## config.mk

```make
export PLATFORM = sky130hd
export DESIGN_NAME = sr04_scan_scheduler
export DESIGN_NICKNAME = d
export VERILOG_FILES = /design/src/rtl/sr04_pkg.sv /design/src/rtl/sr04_us_tick.sv /design/src/rtl/sr04_scan_scheduler.sv
export SDC_FILE = /design/constraint.sdc
export NUM_CORES = 1
export LEC_CHECK = 0
export CAP_MARGIN = 30
export CORE_AREA = 2 2 90 179
export CTS_CLUSTER_SIZE = 30
export DETAILED_ROUTE_END_ITERATION = 8
export DIE_AREA = 0 0 92 181
export PLACE_DENSITY = 0.78
export SYNTH_ARGS = -nofsm -noshare
export SYNTH_HDL_FRONTEND = slang
export SYNTH_SLANG_ARGS = --single-unit
```

## constraint.sdc

```tcl
create_clock -name CLK -period 5.5 [get_ports CLK]
set_input_delay 1.1 -clock CLK [delete_from_list [all_inputs] [get_ports CLK]]
set_output_delay 1.1 -clock CLK [all_outputs]
set_load 0.05 [all_outputs]
```

## src/rtl/sr04_pkg.sv

```systemverilog
// Shared types and constants for the SR04 scan scheduler.
package sr04_pkg;

  typedef enum logic [2:0] {
    ST_IDLE,
    ST_TRIG,
    ST_WAIT_RISE,
    ST_MEASURE,
    ST_CALC,
    ST_RESULT,
    ST_GUARD
  } sr04_state_e;

  // mm = ticks * 0.17149, done as a 16.16 fixed-point multiply.
  localparam logic [15:0] SR04_MM_SCALE = 16'd11239;
  localparam int          SR04_MM_SHIFT = 16;
  localparam logic [15:0] SR04_TMO_DIST = 16'hFFFF;

  // Wraps an index that is known to be below 2*n back into 0..n-1.
  function automatic int rr_wrap(input int idx, input int n);
    return (idx >= n) ? idx - n : idx;
  endfunction

endpackage

```

## src/rtl/sr04_us_tick.sv

```systemverilog
// Free-running divider: one-cycle tick every CLK_PER_US clocks.
module sr04_us_tick #(
  parameter int CLK_PER_US = 50
) (
  input  logic CLK,
  input  logic RST,
  output logic tick
);

  localparam int CW = (CLK_PER_US > 1) ? $clog2(CLK_PER_US) : 1;
  localparam logic [CW-1:0] LAST = CW'(CLK_PER_US - 1);

  logic [CW-1:0] cnt;

  always_ff @(posedge CLK or posedge RST) begin
    if (RST) begin
      cnt  <= '0;
      tick <= 1'b0;
    end else if (cnt == LAST) begin
      cnt  <= '0;
      tick <= 1'b1;
    end else begin
      cnt  <= cnt + CW'(1);
      tick <= 1'b0;
    end
  end

endmodule

```

## src/rtl/sr04_scan_scheduler.sv

```systemverilog
// Round-robin HC-SR04 ranging controller: trigger, echo timing, mm conversion, guard gap.
// Defining SR04_SCAN_DONE_EN adds a SCAN_DONE output marking the last channel of each round.
module sr04_scan_scheduler
  import sr04_pkg::*;
#(
  parameter int CH_NUM       = 4,
  parameter int CLK_PER_US   = 50,
  parameter int TRIG_US      = 10,
  parameter int RISE_WAIT_US = 1000,
  parameter int ECHO_MAX_US  = 30000,
  parameter int GUARD_US     = 10000
) (
  input  logic              CLK,
  input  logic              RST,
  input  logic              EN,
  input  logic [CH_NUM-1:0] CH_MASK,
  input  logic [CH_NUM-1:0] ECHO,
  output logic [CH_NUM-1:0] TRIG,
  output logic [15:0]       DIST_MM,
  output logic [2:0]        CH_ID,
  output logic              TMO,
  output logic              DAT_RDY,
  output logic              BUSY
`ifdef SR04_SCAN_DONE_EN
  ,
  output logic              SCAN_DONE
`endif
);

  localparam int PW = $clog2(CH_NUM);
  localparam logic [15:0] TRIG_LIM  = 16'(TRIG_US - 1);
  localparam logic [15:0] RISE_LIM  = 16'(RISE_WAIT_US - 1);
  localparam logic [15:0] GUARD_LIM = 16'(GUARD_US - 1);
  localparam logic [15:0] ECHO_LIM  = 16'(ECHO_MAX_US);

  sr04_state_e state, state_nxt;
  logic [PW-1:0] ptr, ptr_nxt, rr_next;
  logic          rr_found;
  logic [15:0]   tmr, tmr_nxt, echo_cnt, echo_cnt_nxt;
  logic [CH_NUM-1:0] echo_s1, echo_s2;
  logic          echo_sel, echo_prev, echo_rise;
  logic          us_tick;
  logic [31:0]   product;
  logic [15:0]   res_dist;
  logic          res_tmo;
  logic          ld_result;

  sr04_us_tick #(.CLK_PER_US(CLK_PER_US)) u_tick (
    .CLK  (CLK),
    .RST  (RST),
    .tick (us_tick)
  );

  // Echo prev is forced low while triggering so an echo already high counts as a rise.
  always_ff @(posedge CLK or posedge RST) begin
    if (RST) begin
      echo_s1   <= '0;
      echo_s2   <= '0;
      echo_prev <= 1'b0;
    end else begin
      echo_s1   <= ECHO;
      echo_s2   <= echo_s1;
      echo_prev <= (state == ST_TRIG) ? 1'b0 : echo_sel;
    end
  end

  assign echo_sel  = echo_s2[ptr];
  assign echo_rise = echo_sel & ~echo_prev;
  assign product   = 32'(echo_cnt) * 32'(SR04_MM_SCALE);

  always_comb begin
    rr_found = 1'b0;
    rr_next  = ptr;
    for (int i = 1; i <= CH_NUM; i++) begin
      if (!rr_found && CH_MASK[rr_wrap(int'(ptr) + i, CH_NUM)]) begin
        rr_found = 1'b1;
        rr_next  = PW'(rr_wrap(int'(ptr) + i, CH_NUM));
      end
    end
  end

  always_comb begin
    state_nxt    = state;
    ptr_nxt      = ptr;
    echo_cnt_nxt = echo_cnt;
    res_dist     = SR04_TMO_DIST;
    res_tmo      = 1'b1;
    case (state)
      ST_IDLE: begin
        if (EN && rr_found) begin
          ptr_nxt   = rr_next;
          state_nxt = ST_TRIG;
        end
      end
      ST_TRIG: begin
        if (us_tick && tmr == TRIG_LIM) state_nxt = ST_WAIT_RISE;
      end
      ST_WAIT_RISE: begin
        if (echo_rise) begin
          echo_cnt_nxt = '0;
          state_nxt    = ST_MEASURE;
        end else if (us_tick && tmr == RISE_LIM) begin
          state_nxt = ST_RESULT;
        end
      end
      ST_MEASURE: begin
        if (!echo_sel) begin
          state_nxt = ST_CALC;
        end else if (us_tick) begin
          if (echo_cnt != 16'hFFFF) echo_cnt_nxt = echo_cnt + 16'd1;
          if (echo_cnt_nxt >= ECHO_LIM) state_nxt = ST_RESULT;
        end
      end
      ST_CALC: begin
        res_dist  = 16'(product >> SR04_MM_SHIFT);
        res_tmo   = 1'b0;
        state_nxt = ST_RESULT;
      end
      ST_RESULT: state_nxt = ST_GUARD;
      ST_GUARD: begin
        if (us_tick && tmr == GUARD_LIM) state_nxt = ST_IDLE;
      end
      default: state_nxt = ST_IDLE;
    endcase
  end

  // Every state timer restarts from zero on entry.
  always_comb begin
    tmr_nxt = tmr;
    if (state_nxt != state) tmr_nxt = '0;
    else if (us_tick)       tmr_nxt = tmr + 16'd1;
  end

  assign ld_result = (state_nxt == ST_RESULT);

  always_ff @(posedge CLK or posedge RST) begin
    if (RST) begin
      state    <= ST_IDLE;
      ptr      <= PW'(CH_NUM - 1);
      tmr      <= '0;
      echo_cnt <= '0;
    end else begin
      state    <= state_nxt;
      ptr      <= ptr_nxt;
      tmr      <= tmr_nxt;
      echo_cnt <= echo_cnt_nxt;
    end
  end

  // Result outputs load on entry to RESULT so DAT_RDY covers exactly that cycle.
  always_ff @(posedge CLK or posedge RST) begin
    if (RST) begin
      DIST_MM <= '0;
      CH_ID   <= '0;
      TMO     <= 1'b0;
      DAT_RDY <= 1'b0;
    end else begin
      DAT_RDY <= ld_result;
      if (ld_result) begin
        DIST_MM <= res_dist;
        TMO     <= res_tmo;
        CH_ID   <= 3'(ptr);
      end
    end
  end

  always_comb begin
    TRIG = '0;
    if (state == ST_TRIG) TRIG[ptr] = 1'b1;
  end

  assign BUSY = (state != ST_IDLE);

`ifdef SR04_SCAN_DONE_EN
  logic [PW-1:0] mask_hi, last_hi;

  always_comb begin
    mask_hi = '0;
    for (int i = 0; i < CH_NUM; i++) begin
      if (CH_MASK[i]) mask_hi = PW'(i);
    end
  end

  always_ff @(posedge CLK or posedge RST) begin
    if (RST) begin
      last_hi   <= '0;
      SCAN_DONE <= 1'b0;
    end else begin
      if (state == ST_IDLE && state_nxt == ST_TRIG) last_hi <= mask_hi;
      SCAN_DONE <= ld_result && (ptr == last_hi);
    end
  end
`endif

endmodule

```

# Yosys cells after proc, flatten, opt, wreduce, memory -nomap -nowiden
# Cells that the tools add are included.
dict set report op_classes {
  addsub 11
  n_mul 1
  n_lt_le_gt_ge 11
  n_eq_ne 16
  n_mux 53
  bitwise 2
  n_reduce_logical 18
}
# op n
set ops {}
lappend ops {{two-way mux 16 bit} 10}
lappend ops {{less-than comparator 32 x 4 -> 1 bit, second input constant} 4}
lappend ops {{two-way mux 32 bit} 4}
lappend ops {{adder 16 x 1 -> 16 bit, second input constant} 2}
lappend ops {{one-hot mux 16 bit (2 select lines)} 1}
lappend ops {{multiplier 16 x 14 -> 30 bit, second input constant} 1}
lappend ops {{two-way mux 3 bit} 8}
lappend ops {{one-hot mux 3 bit (7 select lines)} 1}
lappend ops {{two-way mux 1 bit} 17}
lappend ops {{== test 16 x 10 -> 1 bit, second input constant} 1}
lappend ops {{== test 16 x 14 -> 1 bit, second input constant} 1}
lappend ops {{== test 16 x 4 -> 1 bit, second input constant} 1}
lappend ops {{greater-or-equal comparator 16 x 15 -> 1 bit, second input constant} 1}
lappend ops {{!= test 16 bit, second input constant} 1}
lappend ops {{== test 3 bit, second input constant} 4}
lappend ops {{subtractor 3 x 3 -> 4 bit, second input constant} 3}
lappend ops {{binary-select mux 1 bit (select 2 bit)} 5}
lappend ops {{greater-or-equal comparator 3 bit, second input constant} 3}
lappend ops {{logical AND 1 bit} 8}
lappend ops {{two-way mux 2 bit} 4}
lappend ops {{adder 2 x 2 -> 3 bit, second input constant} 2}
lappend ops {{adder 6 x 1 -> 6 bit, second input constant} 1}
lappend ops {{== test 3 x 2 -> 1 bit, second input constant} 2}
lappend ops {{== test 6 bit, second input constant} 1}
lappend ops {{other kinds (22)} 26}
dict set report totals {
  ff_bits 73
  wordCells 125
}

# Longest topological paths before layout
# Gate-level depths: netlist of run 1.
dict set report logic_depth {
  word_depth 21
  mapped_depth 22
  depth_no_buf 22
}

# Hierarchy
# A second synthesis of run 1 with hierarchy kept.
dict set report hier_totals {
  hier_cells 862
  hier_area_um2 8490.6
}
# module instances cells_each area_each_um2 seq_area_each_um2
set by_module_without_submodules {}
lappend by_module_without_submodules {sr04_scan_scheduler 1 835 8175.3 1604.0}
lappend by_module_without_submodules {sr04_us_tick 1 27 315.3 175.2}

# Least setup slack after synthesis of run 1
# No wires, ideal clock.
dict set report synth_timing {
  path_kind {register to register}
  start {register echo_cnt[6]}
  end {register DIST_MM[13]}
  t_arrival_ns 5.546
  required_time_ns 5.370
  setup_slack_ns -0.176
  stages_incl_launch_ff 21
  path_cell_list {dfrtp_1 fa_1 inv_1 fa_1 inv_1 fa_1 fa_1 fa_1 inv_1 fa_1 inv_1 ha_1 o211ai_1 nor2_1 o211ai_1 and3_1 a211o_1 a211oi_1 o31a_1 and4b_1 nor3_1}
}
dict set report synth_via {
  elab_chain_len 11
  word_cells_on_any_way 14
  classes_between {add/sub: 1; mul: 1; order compare: 1; eq/ne: 2; mux: 9}
}
# element line_no
set synth_lines {}
lappend synth_lines {{start: declaration} sr04_scan_scheduler.sv:39} ;# logic [15:0] tmr, tmr_nxt, echo_cnt, echo_cnt_nxt;
lappend synth_lines {{start signal: assignment} sr04_scan_scheduler.sv:146} ;# echo_cnt <= echo_cnt_nxt;
lappend synth_lines {{adder 16 x 1 -> 16 bit or != test 16 bit (tied branches)} sr04_scan_scheduler.sv:110} ;# if (echo_cnt != 16'hFFFF) echo_cnt_nxt = echo_cnt + 16'd1;
lappend synth_lines {{two-way mux 16 bit} sr04_scan_scheduler.sv:110}
lappend synth_lines {{two-way mux 16 bit} sr04_scan_scheduler.sv:109} ;# end else if (us_tick) begin
lappend synth_lines {{two-way mux 16 bit} sr04_scan_scheduler.sv:107} ;# if (!echo_sel) begin
lappend synth_lines {{two-way mux 16 bit} sr04_scan_scheduler.sv:88} ;# case (state)
lappend synth_lines {{greater-or-equal comparator 16 x 15 -> 1 bit} sr04_scan_scheduler.sv:111} ;# if (echo_cnt_nxt >= ECHO_LIM) state_nxt = ST_RESULT;
lappend synth_lines {{two-way mux 3 bit} sr04_scan_scheduler.sv:111}
lappend synth_lines {{two-way mux 3 bit} sr04_scan_scheduler.sv:109}
lappend synth_lines {{two-way mux 3 bit} sr04_scan_scheduler.sv:107}
lappend synth_lines {{one-hot mux 3 bit (7 select lines)} sr04_scan_scheduler.sv:88}
lappend synth_lines {{== test 3 bit} sr04_scan_scheduler.sv:134} ;# assign ld_result = (state_nxt == ST_RESULT);
lappend synth_lines {{end signal: assignment} sr04_scan_scheduler.sv:160} ;# DIST_MM <= res_dist;
lappend synth_lines {{end: declaration} sr04_scan_scheduler.sv:19} ;# output logic [15:0] DIST_MM,
# Several ways; a longest one is shown, not always the timed one. The select of a mux whose other input is x is not followed.
# A chain may end at the register's enable or synchronous reset.

# Worst setup path in the final report of run 1
dict set report layout_timing {
  start {register echo_cnt[7]}
  end {register DIST_MM[13]}
}
# The elaborated chain is that of the path after synthesis.

==> summary.txt, run 1 <==
Global route
  – Vias in the first global route: 7372
  – First-pass GRT wire length: 35700 µm
  – Pin count of the biggest net entering global routing: 43
  – Total gr overflow: 0
  – Antenna violations before repair: 0
  – Total GRT Usage: 27.9%

Clocking
  – CTS buffer count: 9
  – CTS clk-pin slew, worst paths: 0.06 ns
  – Clock Latency Late Sink: 0.34 ns
  – TritonCTS clock tree: built
  – H-tree depth: 3
  – Clock root cell: clkbuf_16
  – Clock sink count: 71
  – Clock buffer depth: 2

Finish
  – Final instance area: 10100 µm²
  – ANT cells: 0
  – Cell Count, Final, Fillers Out: 1189
  – Fraction of layout cells with a size suffix above 1: 15.1%
  – Final net count: 1218
  – Area delta synth->final: 16.9%

Die
  – Die ar.: 16700 µm²
  – Core area: 15200 µm²
  – Initial Util: 56.7%
  – DIE HEIGHT: 181 µm
  – Std cell rows: 64
  – Die width: 92 µm
  – Num ports: 37

STA
  – Period utilisation layout: 104%
  – Worst Skew: 0.00586 ns
  – Least-Margin Pin Slew: 0.922 ns
  – Max transition margin: 38.3%
  – Final setup fails: 10
  – Final Hold Fails: 0
  – Worst setup margin: -0.204 ns
  – Pins Over Slew Limit: 0
  – RSZ-0062 raised after global routing: yes
  – FMAX: 175 MHz
  – Fin crit period: 5.70 ns
  – Hold_ws: 0.346 ns
  – TNS Setup: -1.17 ns

Placement
  – HPWL Detailed: 17600 µm
  – Worst slack, placed: -0.293 ns
  – Placed cells: 1164
  – Port bufs: 35
  – DP Area: 9560 µm²
  – Final Wtd Congestion: 0.962

Drt
  – Routed via count: 6705
  – Wire per inst: 18.3 µm
  – Detailed Route WL: 21800 µm
  – Vias per cell: 5.64
  – Final ANT Viol Nets: 0
  – # DRC: 0
  – Iteration-0 DRC Markers: 313
  – Detailed Routing Iterations Pass 1: 5

Worst hold path
  – Hold Crit Class: flop to flop

Status
  – Violated checks: negative setup slack
  – Outcome: finished with violations

Power and ir drop
  – Worst vdd ir: 0.275 mV
  – PwrDens: 118 nW/µm²
  – Leak Pwr: 5.42 nW

Worst setup path
  – Type of origin of the critical path: flop
  – CP delay by family, top: adder cells
  – Required time of the critical path: 5.73 ns
  – Crit end category: flop
  – Crit path cell chain: buf_6 > fa_1 > inv_1 > fa_1 > inv_1 > fa_1 > fa_1 > fa_1 > inv_1 > fa_1 > inv_2 > ha_4 > o211ai_1 > nor2_1 > o211ai_1 > and3_4 > a211o_1 > a211oi_4 > o31a_1 > and4b_1 > nor3_1
  – CP Class: flop to flop
  – CP Data Arrival Time: 5.93 ns
  – Worst-path cell with the longest stage delay: fa_1
  – Top cell by count, worst path: fa_1
  – CP peak stage delay: 0.51 ns
  – Worst path bufs/invs: 5
  – CP max FO: 4

Synth
  – Syn nets: 1121
  – Netlist cell types: 76
  – Ys Warns: 0
  – Post-Syn Instances: 889
  – Asr flop ratio synth: 100%
  – Syn Std Cell Area: 8630 µm²
  – FF+latch count, synth: 71
  – Main synth FF type: dfrtp_1
  – Avg Inst Size Synth: 9.70 µm²
  – Sequential share of the synthesized area: 20.6%
  – Post-synth EDFFs: 0

Job
  – Max cap viols: 0
## metrics by stage
stage | power, mW | util [%]
5_1_grt | 1.22 | 66.3
3_3_place_gp | 0.596 | 62.7
3_5_place_dp | 0.597 | 62.8
6_report | 1.19 | 66.3
2_1_floorplan | 0.578 | -
4_1_cts | 1.20 | 65.6
## cell usage after synthesis (5+ instances only)
master	number	area share [%]
xor2_1	18	1.8
nand4_1	10	0.73
inv_1	209	9.1
clkbuf_1	6	0.26
nor2_1	54	2.3
mux2i_1	6	0.70
o21ai_0	29	1.7
nand2_1	39	1.7
o41ai_1	5	0.51
nor2_2	10	0.73
a211oi_1	6	0.52
buf_4	5	0.44
nor3_1	9	0.52
and3_1	9	0.65
ha_1	120	17
fa_1	101	23
a21o_1	5	0.44
dfrtp_1	69	20
a21oi_1	30	1.7
nand2b_1	6	0.44
nand3_1	21	1.2
buf_6	5	0.65
xnor2_1	21	2.1
## cell type report
type,instances,area (µm²)
clock inverter,6,68.8
clock buffer,10,239
tap,198,248
multi-input combinational,591,6060
sequential,71,1790
inverter,209,785
fill,1174,5130
timing repair buffer,104,898
## path summary, 6_finish.rpt
check                                 start             to  slack [ns]  cells past startpoint
worst min-delay path             echo_s1[3]     echo_s2[3]        0.35                      0
worst max-delay path            echo_cnt[7]    DIST_MM[13]       -0.20                     21
worst min register to register   echo_s1[3]     echo_s2[3]        0.35                      0
min in group asynchronous               RST     echo_s2[1]        1.26                      2
worst max register to register  echo_cnt[7]    DIST_MM[13]       -0.20                     21
max in group asynchronous               RST  u_tick.cnt[3]        3.28                      3
## sequential cells by signal, indices dropped and copies added, names as in the netlist
| signal | count |
|---|---|
| echo_cnt | 16 |
| tmr | 16 |
| DIST_MM | 15 |
| u_tick.cnt | 6 |
| echo_s1 | 4 |
| echo_s2 | 4 |
| state | 3 |
| CH_ID | 2 |
| ptr | 2 |
| DAT_RDY | 1 |
| echo_prev | 1 |
| u_tick.tick | 1 |
## where the power goes
part / internal, mW / switching (mW)
Clock: 0.366 / 0.236
Sequential: 0.527 / 0.00472
Combinational: 0.0242 / 0.0317
Total: 0.917 / 0.272
## cell usage in the layout (no fill, tap or decap), types with 5 or more instances in the layout
cell             synthesis  final
clkbuf_16                0      9
ha_1                   120    115
a21o_1                   5      5
clkdlybuf4s50_1          0     35
nor3_1                   9      7
xnor2_1                 21     20
fa_1                   101     99
o21ai_0                 29     27
dfrtp_2                  0      7
nor2_1                  54     53
mux2i_1                  6      6
and3_1                   9      8
buf_4                    5     62
nand3_1                 21     21
nand2b_1                 6      6
a21oi_1                 30     28
dfrtp_1                 69     62
nor2_2                  10     11
o41ai_1                  5      5
buf_6                    5      6
xor2_1                  18     18
nand2_1                 39     39
inv_1                  209    205
nand4_1                 10     10
## cell families (layout without fill, tap and decap cells)
group                    after synthesis  in the layout  share of synthesized area, %
buffers and inverters                227            329                          10.7
adder cells (fa/ha/maj)              221            221                          40.8
AND/OR/NAND/NOR                      194            194                          11.6
AO/OA/AOI/OAI                        124            124                          10.3
flip-flops                            71             71                          20.6
XOR/XNOR                              39             39                          3.96
multiplexers                          12             12                          2.00
other                                  1              1                        0.0435
## routing by layer
metal  track usage [%]  up-vias  part of all wire (%)  routed length, µm
met1              26.9     3294                    32               7060
li1                  -     3087                     -                  -
met3              2.54      109                   2.5                553
met2              51.0      215                    55              11900
met5                 0        -                     0                  0
met4              24.5        0                    11               2300
## timing repair
action                                  in CTS  in global routing
cloned                                       0                  0
endpoints found under the setup margin      12                 12
hold buffers                                 0                  0
pin swaps                                   35                 30
hold endpoints to repair                     0                  0
gates resized for setup                     24                 13
buffers inserted                             3                  6
No activity file was read; power rests on OpenSTA's default activity.
==> inputs of run 2 (changes only) <==
- clock period: 5.5 -> 4.6 ns (I/O delays scaled with it)
==> summary.txt, run 2 (synthesized netlist as in run 1, its figures left out) <==
Status
  – Outcome: finished with violations
  – Violated checks: negative setup slack

STA
  – Final Hold Fails: 0 (unchanged)
  – Fin crit period: 5.59 ns (-0.116 ns)
  – Max transition margin: 38.2% (-0.12 points)
  – Worst Skew: 0.00919 ns (+0.00334 ns)
  – Pins Over Slew Limit: 0 (unchanged)
  – Least-Margin Pin Slew: 0.924 ns (+0.00177 ns)
  – Period utilisation layout: 121% (+18 points)
  – Worst setup margin: -0.988 ns (-0.784 ns)
  – FMAX: 179 MHz (+2.1%)
  – RSZ-0062 raised after global routing: yes
  – Final setup fails: 14 (+4)

Finish
  – Final core occ: 68.4% (+2.1 points)
  – Top flop regs: echo_cnt (16), tmr (16), DIST_MM (15)
  – Most frequent cells in the layout: inv_1 (204), ha_1 (115), fa_1 (99)
  – Most common cell after layout, fill and taps aside: inv_1
  – Final net count: 1251 (+2.7%)
  – ANT cells: 0 (unchanged)
  – Area delta synth->final: 20.6%
  – Fraction of layout cells with a size suffix above 1: 18.7% (+3.5 points)
  – Final instance area: 10400 µm² (+3.1%)

Die
  – Die ar.: 16700 µm² (unchanged)
  – Core area: 15200 µm² (unchanged)
  – DIE HEIGHT: 181 µm (unchanged)
  – Num ports: 37 (unchanged)
  – Initial Util: 56.7% (unchanged)
  – Die width: 92 µm (unchanged)
  – Std cell rows: 64 (unchanged)

Global route
  – Antenna violations before repair: 0 (unchanged)
  – Met1 Use GR: 27.6% (+0.66 points)
  – First-pass GRT wire length: 37700 µm (+5.6%)
  – Total GRT Usage: 29.4% (+1.5 points)
  – Grt peak-use layer: met2
  – Grt met2 use: 54.9% (+3.9 points)
  – GRT met3 Usage: 3.71% (+1.2 points)
  – Pin count of the biggest net entering global routing: 36 (-16%)
  – Total gr overflow: 0 (unchanged)
  – Vias in the first global route: 7742 (+5.0%)

Job
  – Max cap viols: 0 (unchanged)

Drt
  – Routed via count: 6933 (+3.4%)
  – Final ANT Viol Nets: 0 (unchanged)
  – Iteration-0 DRC Markers: 358 (+14%)
  – # DRC: 0 (unchanged)
  – Wire per inst: 18.8 µm (+2.3%)
  – Detailed Routing Iterations Pass 1: 7 (+2)
  – Detailed Route WL: 22900 µm (+5.2%)
  – Vias per cell: 5.67 (+0.61%)

Clocking
  – Clock Latency Late Sink: 0.35 ns (about the same)
  – CTS buffer count: 9 (unchanged)
  – Clock sink count: 71 (unchanged)
  – Clock buffer depth: 2 (unchanged)
  – TritonCTS clock tree: built
  – H-tree depth: 3 (unchanged)
  – CTS hold repair buffers: 0 (unchanged)
  – CTS clk-pin slew, worst paths: 0.06 ns (about the same)
  – Clock root cell: clkbuf_16

Placement
  – DP Area: 9850 µm² (+3.1%)
  – Port bufs: 35 (unchanged)
  – HPWL Detailed: 18400 µm (+4.8%)
  – Final Wtd Congestion: 0.992 (+3.1%)

Worst setup path
  – CP Data Arrival Time: 5.81 ns (-0.12 ns)
  – Crit end category: flop
  – Required time of the critical path: 4.82 ns (-0.91 ns)
  – CP max FO: 5 (+1)
  – Type of origin of the critical path: flop
  – CP Class: flop to flop
  – R2R setup slack: -0.99 ns (-0.78 ns)

Power and ir drop
  – Leak Pwr: 5.61 nW (+3.6%)
  – Worst vdd ir: 0.284 mV (+3.1%)
  – PwrDens: 142 nW/µm² (+20%)

Worst hold path
  – Hold Crit Class: flop to flop
run 2: changes by cell type in the layout (fill, tap and decap cells not counted), moves of 2 or more:
| cell | delta |
|---|---|
| a21oi_1 | -2 |
| buf_4 | +35 |
| xnor2_1 | -3 |
| xnor2_2 | +3 |
run 2: report_power, final:
| part | internal [mW] | switching (mW) | total, mW |
|---|---|---|---|
| clock network | 0.492 | 0.280 | 0.772 |
| registers | 0.630 | 0.00550 | 0.636 |
| logic | 0.0294 | 0.0375 | 0.0669 |
| total | 1.15 | 0.323 | 1.47 |
run 2: cell type report:
type                       count  area, µm²
sequential                    71       1790
inverter                     209        785
tap                          198        248
clock inverter                 6       91.3
timing repair buffer         137       1130
clock buffer                  10        239
fill                        1129       4810
multi-input combinational    591       6120
run 2: repair_timing:
action                     CTS  global route
gates resized for setup     30             6
buffers inserted             6             0
setup endpoints to repair   14            14
pin swaps                   38             8
run 2: final timing paths:
check	from	endpoint	cells after the start
max	echo_cnt[9]	DIST_MM[10]	18
min	echo_s1[1]	echo_s2[1]	0
max reg2reg	echo_cnt[9]	DIST_MM[10]	18
min reg2reg	echo_s1[1]	echo_s2[1]	0
max in group asynchronous	RST	ptr[0]	3
min in group asynchronous	RST	echo_s2[0]	2
run 2: metal layers:
metal	vias up	routed length, µm
met4	0	2300
met2	225	12700
met5	-	0
li1	3164	-
met3	134	740
met1	3410	7150
run 2: per-stage QoR:
step | hold WS (ns) | instances | setup slack [ns] | power, mW | setup TNS, ns
2_1_floorplan | 0.331 | 889 | -0.820 | 0.692 | -7.08
3_3_place_gp | 0.332 | 1200 | -0.973 | 0.714 | -10.32
3_5_place_dp | 0.336 | 1200 | -1.07 | 0.715 | -11.71
4_1_cts | 0.350 | 1222 | -0.971 | 1.48 | -11.57
5_1_grt | 0.353 | 1222 | -1.20 | 1.52 | -15.06
6_report | 0.347 | 1222 | -0.988 | 1.47 | -12.05
run 2: critical path: stages (launching register included):
cell	delay [ns]
dfrtp_2	0.50
fa_1	0.53
fa_2	0.61
fa_1	0.47
fa_1	0.55
inv_1	0.05
fa_1	0.53
inv_1	0.04
ha_1	0.32
ha_4	0.27
a211oi_2	0.30
nand2_2	0.13
o22ai_2	0.22
a211o_1	0.21
a211oi_4	0.09
buf_4	0.15
or3_1	0.34
nand2_1	0.08
a21oi_1	0.06
==> inputs of run 3 (changes only) <==
- CORE_AREA: 2 2 90 179 -> 2 2 88 175
- DIE_AREA: 0 0 92 181 -> 0 0 90 177
- clock period: 4.6 -> 6.4 ns (I/O delays scaled with it)
==> summary.txt, run 3 (synthesized netlist as in run 1, its figures left out) <==
Status
  – Outcome: finished, final reports clean

Clocking
  – Clock sink count: 71 (unchanged)
  – CTS buffer count: 9 (unchanged)
  – Clock buffer depth: 2 (unchanged)
  – Clock Latency Late Sink: 0.34 ns (about the same)
  – CTS hold repair buffers: 0 (unchanged)
  – TritonCTS clock tree: built
  – Clock root cell: clkbuf_16
  – CTS clk-pin slew, worst paths: 0.07 ns (about the same)
  – H-tree depth: 3 (unchanged)
  – # Post-CTS Setup Buffers: 0 (-6)

Drt
  – Final ANT Viol Nets: 0 (unchanged)
  – Detailed Routing Iterations Pass 1: 4 (-3)
  – Detailed Route WL: 18300 µm (-20%)
  – Vias per cell: 5.52 (-2.7%)
  – Iteration-0 DRC Markers: 295 (-18%)
  – Routed via count: 6219 (-10%)
  – M1 WL: 7390 µm (+3.2%)
  – # DRC: 0 (unchanged)
  – Total length of routed met3 wires: 710 µm (-4.1%)
  – Met2 wire length: 9580 µm (-25%)
  – DR top layer: met4
  – Wire per inst: 16.2 µm (-14%)

Global route
  – First-pass GRT wire length: 32400 µm (-14%)
  – Pin count of the biggest net entering global routing: 72 (+100%)
  – Total gr overflow: 0 (unchanged)
  – Total GRT Usage: 25.5% (-3.9 points)
  – Antenna violations before repair: 0 (unchanged)
  – Vias in the first global route: 6612 (-15%)

Die
  – Num ports: 37 (unchanged)
  – Std cell rows: 63 (-1.6%)
  – Die ar.: 15900 µm² (-4.3%)
  – Core area: 14700 µm² (-3.6%)
  – DIE HEIGHT: 177 µm (-2.2%)
  – Die width: 90 µm (-2.2%)
  – Initial Util: 58.8% (+2.1 points)

Worst hold path
  – Hold Crit Class: flop to flop

Worst setup path
  – Worst R2R Path Depth: 20 (+2)
  – Crit path cell chain: ha_1 > inv_1 > fa_1 > inv_1 > fa_1 > fa_1 > fa_1 > inv_1 > fa_1 > inv_1 > ha_1 > o211ai_1 > nor2_1 > o211ai_1 > and3_1 > a211o_1 > a211oi_2 > o31a_1 > and4b_1 > nor3_1
  – CP max FO: 9 (+4)
  – CP delay by family, top: adder cells
  – Worst Setup SP: echo_cnt[3]
  – CP peak stage delay: 0.61 ns (about the same)
  – Worst path bufs/invs: 4 (+1)
  – R2R setup slack: 0.43 ns (+1.42 ns)
  – Required time of the critical path: 6.62 ns (+1.80 ns)
  – Critical path depth: 20 (+2)
  – CP Class: flop to flop
  – CP Data Arrival Time: 6.19 ns (+0.38 ns)
  – Top cell by count, worst path: fa_1
  – Worst-path cell with the longest stage delay: dfrtp_1
  – Crit end category: flop
  – Setup crit end: DIST_MM[13]
  – Type of origin of the critical path: flop
  – Reg-to-Reg End: DIST_MM[13]
  – Reg2reg start: echo_cnt[3]

STA
  – Worst Skew: 0.00968 ns (+0.000489 ns)
  – RSZ-0062 raised after global routing: no
  – Fin crit period: 5.97 ns (+0.382 ns)
  – Least-Margin Pin Slew: 1.01 ns (+0.0824 ns)
  – Hold_ws: 0.350 ns (+0.00252 ns)
  – TNS Setup: 0 ns (+12.05 ns)
  – Max transition margin: 32.9% (-5.3 points)
  – Final setup fails: 0 (-14)
  – Period utilisation layout: 93.3% (-28 points)
  – Final Hold Fails: 0 (unchanged)
  – Pins Over Slew Limit: 0 (unchanged)
  – FMAX: 168 MHz (-6.4%)

Power and ir drop
  – Worst vdd ir: 0.126 mV (-55%)
  – Leak Pwr: 5.10 nW (-9.1%)
  – PwrDens: 106 nW/µm² (-25%)
  – Tot Pwr: 1.01 mW (-32%)

Finish
  – ANT cells: 0 (unchanged)
  – Area delta synth->final: 9.64%
  – Top flop regs: echo_cnt (16), tmr (16), DIST_MM (15)
  – Most common cell after layout, fill and taps aside: inv_1
  – Final net count: 1158 (-7.4%)
  – Fraction of layout cells with a size suffix above 1: 6.55% (-12 points)
  – Most frequent cells in the layout: inv_1 (208), ha_1 (120), fa_1 (101)

Placement
  – Port bufs: 35 (unchanged)
  – Final Wtd Congestion: 0.945 (-4.7%)
  – HPWL Detailed: 14800 µm (-19%)

Job
  – Max cap viols: 0 (unchanged)
==> run 3: routing by layer <==
metal,up-vias,track usage [%]
met2,158,45.1
li1,2969,-
met4,0,8.72
met1,3060,32.4
met5,-,0
met3,32,2.85
==> run 3: how the worst min path moves through the flow <==
stage	from	endpoint	slack, ns	depth (start not counted)
finish	echo_s1[3]	echo_s2[3]	0.35	0
floorplan	echo_s1[0]	echo_s2[0]	0.33	0
global route	echo_s1[3]	echo_s2[3]	0.36	0
detailed placement	echo_s1[3]	echo_s2[3]	0.34	0
CTS	echo_s1[3]	echo_s2[3]	0.35	0
global placement	echo_s1[2]	echo_s2[2]	0.34	0
==> run 3: per-stage QoR <==
stage	cell area (µm²)	std cells	utilization, %	worst slack (ns)
floorplan	8630	889	-	0.724
global placement	9150	1109	62.4	0.484
detailed placement	9150	1109	62.4	0.318
CTS	9450	1125	64.4	0.220
global route	9460	1126	64.5	0.0163
finish	9460	1126	64.5	0.430
==> run 3: what timing repair did <==
| item | in CTS | in global routing |
|---|---|---|
| endpoints found under the hold margin | 0 | 0 |
| endpoints found under the setup margin | 0 | 4 |
| resized for setup | 0 | 2 |
==> run 3: area by class of cell <==
| cell class | instances | area, µm² |
|---|---|---|
| Fill cell | 1154 | 5200 |
| Inverter | 209 | 785 |
| Multi-Input combinational cell | 591 | 5930 |
| Clock inverter | 7 | 73.8 |
| Sequential cell | 71 | 1780 |
| Clock buffer | 9 | 225 |
| Timing Repair Buffer | 44 | 418 |
| Tap cell | 195 | 244 |
==> run 3: report_power, final <==
part | total (mW) | internal (mW) | switching (mW)
Clock | 0.503 | 0.276 | 0.227
Sequential | 0.457 | 0.453 | 0.00384
Combinational | 0.0474 | 0.0208 | 0.0266
